--- config.mk ---
export PLATFORM = sky130hd
export DESIGN_NAME = wm_panel_ctrl
export DESIGN_NICKNAME = d
export VERILOG_FILES = /design/src/rtl/wm_pkg.sv /design/src/rtl/wm_debounce.sv /design/src/rtl/wm_panel_ctrl.sv
export SDC_FILE = /design/constraint.sdc
export NUM_CORES = 1
export LEC_CHECK = 0
export ABC_AREA = 1
export CAP_MARGIN = 20
export CELL_PAD_IN_SITES_DETAIL_PLACEMENT = 1
export CELL_PAD_IN_SITES_GLOBAL_PLACEMENT = 1
export CORE_AREA = 4 4 60 62
export DETAILED_ROUTE_END_ITERATION = 8
export DIE_AREA = 0 0 64 66
export GPL_TIMING_DRIVEN = 1
export PLACE_DENSITY = 0.79
export SETUP_SLACK_MARGIN = 0.02
export SKIP_LAST_GASP = 1
export SYNTH_ARGS = -nofsm -noshare
export SYNTH_HDL_FRONTEND = slang
export SYNTH_SLANG_ARGS = --single-unit
--- constraint.sdc ---
create_clock -name clk -period 4.12 [get_ports clk]
set_input_delay 1.236 -clock clk [delete_from_list [all_inputs] [get_ports clk]]
set_output_delay 1.236 -clock clk [all_outputs]
set_load 0.01 [all_outputs]
--- src/rtl/wm_pkg.sv ---
// wm_pkg: FSM state encoding and wash-mode constants shared by the panel controller and the washer
package wm_pkg;
  typedef enum logic [1:0] {ST_SELECT, ST_RUN, ST_PAUSE, ST_DONE} state_e;
  typedef enum logic [1:0] {MODE_QUICK, MODE_NORMAL, MODE_HEAVY, MODE_DELICATE} mode_e;
endpackage

--- src/rtl/wm_debounce.sv ---
// wm_debounce: clk/rst, raw_i async input -> out_o (PULSE=1: one-cycle press pulse on clean rise, PULSE=0: clean level)
module wm_debounce #(
  parameter int DB_CYCLES = 4,
  parameter bit PULSE = 1'b1
) (
  input  logic clk,
  input  logic rst,
  input  logic raw_i,
  output logic out_o
);
  localparam int CW = $clog2(DB_CYCLES) + 1;
  logic s1_q, s2_q, clean_q, prev_q, pulse_q;
  logic [CW-1:0] cnt_q;
  always_ff @(posedge clk) begin
    if (rst) begin
      {s1_q, s2_q, clean_q, prev_q, pulse_q} <= '0;
      cnt_q <= '0;
    end else begin
      s1_q <= raw_i;
      s2_q <= s1_q;
      prev_q <= clean_q;
      pulse_q <= clean_q & ~prev_q;
      if (s2_q == clean_q) cnt_q <= '0;
      else if (cnt_q == CW'(DB_CYCLES - 1)) begin
        clean_q <= s2_q;
        cnt_q <= '0;
      end else cnt_q <= cnt_q + 1'b1;
    end
  end
  assign out_o = PULSE ? pulse_q : clean_q;
endmodule

--- src/rtl/wm_panel_ctrl.sv ---
// wm_panel_ctrl: raw buttons/door + cycle_done_i -> washer mode_o, start_o, wm_rst_o pulse, busy_o, done_led_o
module wm_panel_ctrl
  import wm_pkg::*;
#(
  parameter int DB_CYCLES = 4
) (
  input  logic       clk,
  input  logic       rst,
  input  logic       btn_mode_i,
  input  logic       btn_start_i,
  input  logic       btn_cancel_i,
  input  logic       door_closed_i,
  input  logic       cycle_done_i,
  output logic [1:0] mode_o,
  output logic       start_o,
  output logic       wm_rst_o,
  output logic       busy_o,
  output logic       done_led_o
);
  logic mode_p, start_p, cancel_p, door;
  logic wm_rst_d;
  state_e state_q, state_d;
  mode_e mode_q, mode_d;
  wm_debounce #(.DB_CYCLES(DB_CYCLES), .PULSE(1'b1)) u_mode   (.clk(clk), .rst(rst), .raw_i(btn_mode_i),    .out_o(mode_p));
  wm_debounce #(.DB_CYCLES(DB_CYCLES), .PULSE(1'b1)) u_start  (.clk(clk), .rst(rst), .raw_i(btn_start_i),   .out_o(start_p));
  wm_debounce #(.DB_CYCLES(DB_CYCLES), .PULSE(1'b1)) u_cancel (.clk(clk), .rst(rst), .raw_i(btn_cancel_i),  .out_o(cancel_p));
  wm_debounce #(.DB_CYCLES(DB_CYCLES), .PULSE(1'b0)) u_door   (.clk(clk), .rst(rst), .raw_i(door_closed_i), .out_o(door));
  always_ff @(posedge clk) begin
    if (rst) begin
      state_q <= ST_SELECT;
      mode_q <= MODE_QUICK;
    end else begin
      state_q <= state_d;
      mode_q <= mode_d;
    end
  end
  always_comb begin
    state_d = state_q;
    mode_d = mode_q;
    wm_rst_d = 1'b0;
    case (state_q)
      ST_SELECT:
        if (start_p && door) begin
          state_d = ST_RUN;
          wm_rst_d = 1'b1;
        end else if (mode_p) mode_d = mode_e'(mode_q + 2'd1);
      ST_RUN:
        if (cancel_p) begin
          state_d = ST_SELECT;
          wm_rst_d = 1'b1;
        end else if (!door) state_d = ST_PAUSE;
        else if (cycle_done_i) state_d = ST_DONE;
      ST_PAUSE:
        if (cancel_p) begin
          state_d = ST_SELECT;
          wm_rst_d = 1'b1;
        end else if (start_p && door) state_d = ST_RUN;
      ST_DONE:
        if (mode_p || start_p || cancel_p) state_d = ST_SELECT;
      default: state_d = ST_SELECT;
    endcase
  end
  assign wm_rst_o = wm_rst_d & ~rst;
  assign mode_o = mode_q;
  assign start_o = state_q == ST_RUN;
  assign busy_o = state_q == ST_RUN || state_q == ST_PAUSE;
  assign done_led_o = state_q == ST_DONE;
endmodule

== Yosys cells after proc, flatten, opt, wreduce, memory -nomap -nowiden ==
Cells that the tools add are included.

* Bits in registers: 34
* Input bits: 7
* Output and inout bits: 6
* Logic and storage cells: 81

* $add $sub $neg: 5
* Equality and inequality tests: 13
* Mux-type cells: 10
* Bitwise gates (word level): 13
* Reductions and logical operators: 16

{| class="wikitable"
|+ Operators with widths
! kind !! count
|-
| 3-bit by 1-bit adder with 3-bit output, second input constant || 4
|-
| 3-bit by 2-bit equality test with 1-bit output, second input constant || 4
|-
| 2-bit two-way mux || 6
|-
| 3-bit OR reduction || 4
|-
| 2-bit AND reduction || 5
|-
| 1-bit NOT || 9
|-
| 2-bit one-hot mux with 4 select lines || 1
|-
| 1-bit AND || 4
|-
| 1-bit equality test || 4
|-
| 2-bit equality test, second input constant || 2
|-
| 4-bit != test, second input constant || 1
|-
| 1-bit logical OR || 3
|-
| 3-bit AND reduction || 1
|-
| 2-bit by 1-bit adder with 2-bit output, second input constant || 1
|-
| 2-bit by 1-bit equality test with 1-bit output, second input constant || 1
|-
| 2-bit zero test || 1
|-
| 1-bit two-way mux || 2
|-
| 2-bit by 1-bit != test with 1-bit output, second input constant || 1
|-
| 1-bit one-hot mux with 2 select lines || 1
|-
| 2-bit OR reduction || 1
|-
| 1-bit logical AND || 1
|}

== Logic depth before layout (Yosys ltp) ==
* Depth after elaboration: 4
* Mapped depth: 9
* Mapped depth without buffers: 9

== Modules after synthesis ==
A second synthesis with hierarchy kept.

* Cell total of the unflattened synthesis: 170
* Area, all modules: 1406.3 sq um

{| class="wikitable"
|+ Modules (own cells, without submodules)
! module !! instances !! cells an instance !! area an instance (sq um) !! seq. area each (sq um)
|-
| wm_debounce (u_cancel ...) || 3 || 31 || 275.3 || 160.2
|-
| wm_panel_ctrl || 1 || 50 || 354.1 || 80.1
|-
| wm_debounce (u_door) || 1 || 27 || 226.5 || 120.1
|}

== Worst setup path after synthesis ==
Ideal clock, no wire load.

* Kind: input port to output port
* Start point: input port rst
* End point: output port wm_rst_o
* Data arrival time: 1.667 ns
* Data required time: 2.884 ns
* Slack: 1.217 ns
* Stages on the path: 2
* Path buffers: 1
* Cells stage by stage: buf_2 -> a211oi_2

* Word-level cells in the longest chain between the ends: 2

{| class="wikitable"
|+ RTL lines
! element !! line !! text
|-
| start, declared || wm_panel_ctrl.sv:8 || <nowiki>input logic rst,</nowiki>
|-
| 1-bit NOT || wm_panel_ctrl.sv:63 || <nowiki>assign wm_rst_o = wm_rst_d & ~rst;</nowiki>
|-
| 1-bit AND || wm_panel_ctrl.sv:63 ||
|-
| end, declared || wm_panel_ctrl.sv:16 || <nowiki>output logic wm_rst_o,</nowiki>
|}

No other way between the ends.

== Worst setup path in the final report ==
Same ends and word-level chain as after synthesis.

==> impl_metrics.py <==
metrics = {
    "floorplanning": {
        "initial_utilization": 0.448,
        "core_um2": 3030,
        "chipHeight_um": 66,
        "die_w_um": 64,
        "die_area_um2": 4220,
        "ios": 13,
        "rows": 20,
    },
    "pwr": {
        "p_per_area_nw_per_um2": 337,
        "power_switching_mw": 0.114,
        "combPwrFrac": 0.034,
        "pwr-share-seq": 0.629,
        "p_leak_nw": 0.667,
        "peakVddDrop_v": 0.000179,
        "power_switching_share": 0.215,
        "clockPowerShare": 0.336,
        "cell_internal_pwr_mw": 0.419,
    },
    "global_routing": {
        "gr-total-overflow": 0,
        "grt_max_degree": 18,
        "grtUsageTotal": 0.146,
        "grt_pass1_wl_um": 4530,
        "first_global_vias": 1081,
        "antenna_found_initial": 0,
    },
    "yosys": {
        "yosys-top-cells-area": "dfxtp_1 50%, ha_1 13%, nor2_1 7.7%",
        "ys_seq_area_frac": 0.501,
        "synth-seq-cells": 34,
        "synth_cells": 155,
        "yosysWarnings": 0,
        "synth_top_area_cell": "dfxtp_1",
        "avgSynthCellArea_um2": 8.76,
        "synth_nets": 176,
        "syn-cell-area_um2": 1360,
        "synth_top_cell_area_share": 0.501,
        "synth_cell_types": 20,
    },
    "detailed_routing": {
        "routed_wl_um": 2580,
        "drc": 0,
        "ant_nets": 0,
        "vias": 1002,
        "drtIter0Drc": 29,
        "wire_per_inst_um": 11.9,
        "drtPass1Iterations": 2,
        "via_per_inst": 4.64,
    },
    "clock_network": {
        "max-clock-path-buffers": 2,
        "cts-resized-gates": 0,
        "clkSinkCount": 34,
        "clk_pin_slew_ns": 0.11,
        "numCtsBuffers": 5,
        "cts_hold_buf": 0,
        "root_buffer": "clkbuf_4",
        "cts_tree": "done",
        "cts_max_level": 2,
        "clkLatencyLatePin_ns": 0.34,
        "post_cts_buffers": 0,
    },
    "critical_path": {
        "cp_top_family": "buffers and inverters",
        "required_ns": 2.88,
        "crit_chain": "clkdlybuf4s50_1 > a211oi_2 > clkdlybuf4s50_1",
        "start_kind": "input port",
        "reg2reg_from": "state_q[1]$_SDFFE_PP0P_",
        "rrSetupSlack_ns": 2.78,
        "rr_endpoint": "state_q[0]$_SDFFE_PP0P_",
        "cpMaxStageDelayCell": "clkdlybuf4s50_1",
        "reg2reg_depth": 9,
        "path_common_cell": "clkdlybuf4s50_1",
        "worst-path-buf-inv": 2,
        "cp.depth": 3,
        "criticalPathCategory": "in2out",
        "worstPathMaxFanout": 2,
        "cp-end-kind": "output pin",
        "critical_path.max_stage_delay_ns": 0.56,
        "crit_arrival_ns": 2.42,
    },
    "final_layout": {
        "nets": 194,
        "n_antenna_cell": 0,
        "area_growth_pct": 16.5,
        "drive_gt1_frac": 0.116,
        "finish.utilization": 0.522,
        "stdcell_area_um2": 1580,
    },
    "worst_hold_path": {
        "min_to": "u_cancel.out_o$_SDFF_PP0_",
        "worstHoldStart": "u_cancel.prev_q$_SDFF_PP0_",
        "hold_path_class": "reg2reg",
        "hold-path-cell-count": 1,
    },
    "sta": {
        "rsz0062_at_grt": "false",
        "setup_tns_ns": 0,
        "max_freq_mhz": 273,
        "finalSetupViolCount": 0,
        "period_share": 0.888,
        "worst_pin_slew_ns": 0.311,
        "relSlewSlack": 0.792,
        "hold_viol": 0,
        "slew_violations": 0,
        "finalCriticalPeriod_ns": 3.66,
        "skew_ns": 0.0151,
        "fin_ws_ns": 0.463,
    },
    "run_status": {
        "status": "completed",
    },
    "placed_design": {
        "gp_congestion": 0.733,
        "placed_area_um2": 1530,
        "portBuffers": 12,
        "place_ws_ns": 0.450,
        "hpwl_um": 2040,
    },
    "flow_run": {
        "maxCapViolations": 0,
    },
}
==> cell families (layout without fill, tap and decap cells) <==
| group | after synthesis | in the layout | share of synthesized area |
|---|---|---|---|
| and+or+nand+nor | 52 | 52 | 0.175 |
| AOI/OAI and AO/OA | 21 | 21 | 0.0931 |
| xor gates and xnor gates | 1 | 1 | 0.00645 |
| buffers and inverters | 33 | 50 | 0.0949 |
| adders and majority gates | 14 | 14 | 0.129 |
| DFF | 34 | 34 | 0.501 |
==> worst max path at each step <==
stage               startpoint  slack (ns)  endpoint
finish                     rst        0.46  wm_rst_o
global route               rst        0.43  wm_rst_o
floorplan                  rst        1.22  wm_rst_o
detailed placement         rst        0.45  wm_rst_o
global placement           rst        0.47  wm_rst_o
CTS                        rst        0.45  wm_rst_o
==> stage by stage <==
stage / total power, mW / instances / hold WS (ns)
6_report: 0.533 / 216 / 0.389
5_1_grt: 0.562 / 216 / 0.407
4_1_cts: 0.540 / 216 / 0.400
3_5_place_dp: 0.362 / 210 / 0.392
3_3_place_gp: 0.360 / 210 / 0.379
2_1_floorplan: 0.352 / 155 / 0.373
==> power by group through the flow <==
stage               sequential (mW)  clock, mW  combinational [mW]
floorplan                     0.343          0             0.00974
global placement              0.343          0              0.0172
detailed placement            0.343          0              0.0187
CTS                           0.336      0.186              0.0188
global route                  0.336      0.205              0.0207
finish                        0.336      0.179              0.0184
==> synth_stat cells <==
cell type	count
dfxtp_1	34
nor2_1	28
inv_1	27
ha_1	14
nand2_1	11
a21oi_1	9
o21ai_0	5
nor3_1	4
o211ai_1	4
inv_2	3
nand2_2	3
buf_2	2
nand3_1	2
nand3_2	2
nor2_4	2
a211oi_2	1
a21oi_2	1
inv_4	1
o21ai_1	1
xor2_1	1
==> layout by cell type (no fill, tap or decap), drive strengths merged <==
| cell | n |
|---|---|
| a211oi | 1 |
| a21oi | 10 |
| nand3 | 4 |
| clkdlybuf4s50 | 12 |
| clkbuf | 6 |
| o211ai | 4 |
| dfxtp | 34 |
| buf | 1 |
| nand2 | 14 |
| nor3 | 4 |
| nor2 | 30 |
| ha | 14 |
| xor2 | 1 |
| inv | 31 |
| o21ai | 6 |
==> flip-flops by register name, summed over array words and instances, names as in the netlist, 2 cells and up <==
register        flops
state_q             2
u_cancel.cnt_q      3
u_door.cnt_q        3
mode_o              2
u_mode.cnt_q        3
u_start.cnt_q       3
==> per-layer routing <==
| layer | global-route usage | vias up | part of all wire |
|---|---|---|---|
| met2 | 0.274 | 18 | 0.53 |
| met3 | 0.0697 | 7 | 0.038 |
| met4 | 0.0755 | 0 | 0.027 |
| li1 | - | 514 | - |
| met1 | 0.127 | 463 | 0.41 |
| met5 | 0 | - | 0 |
==> layout make-up <==
class	instances	area, µm²
inverters	31	119
multi-input cells	88	548
repair buffers	13	128
well taps	44	55.1
clock buffers	6	51.3
flip-flops and latches	34	681
fillers	367	1450
Power figures use the tool's default switching activity.
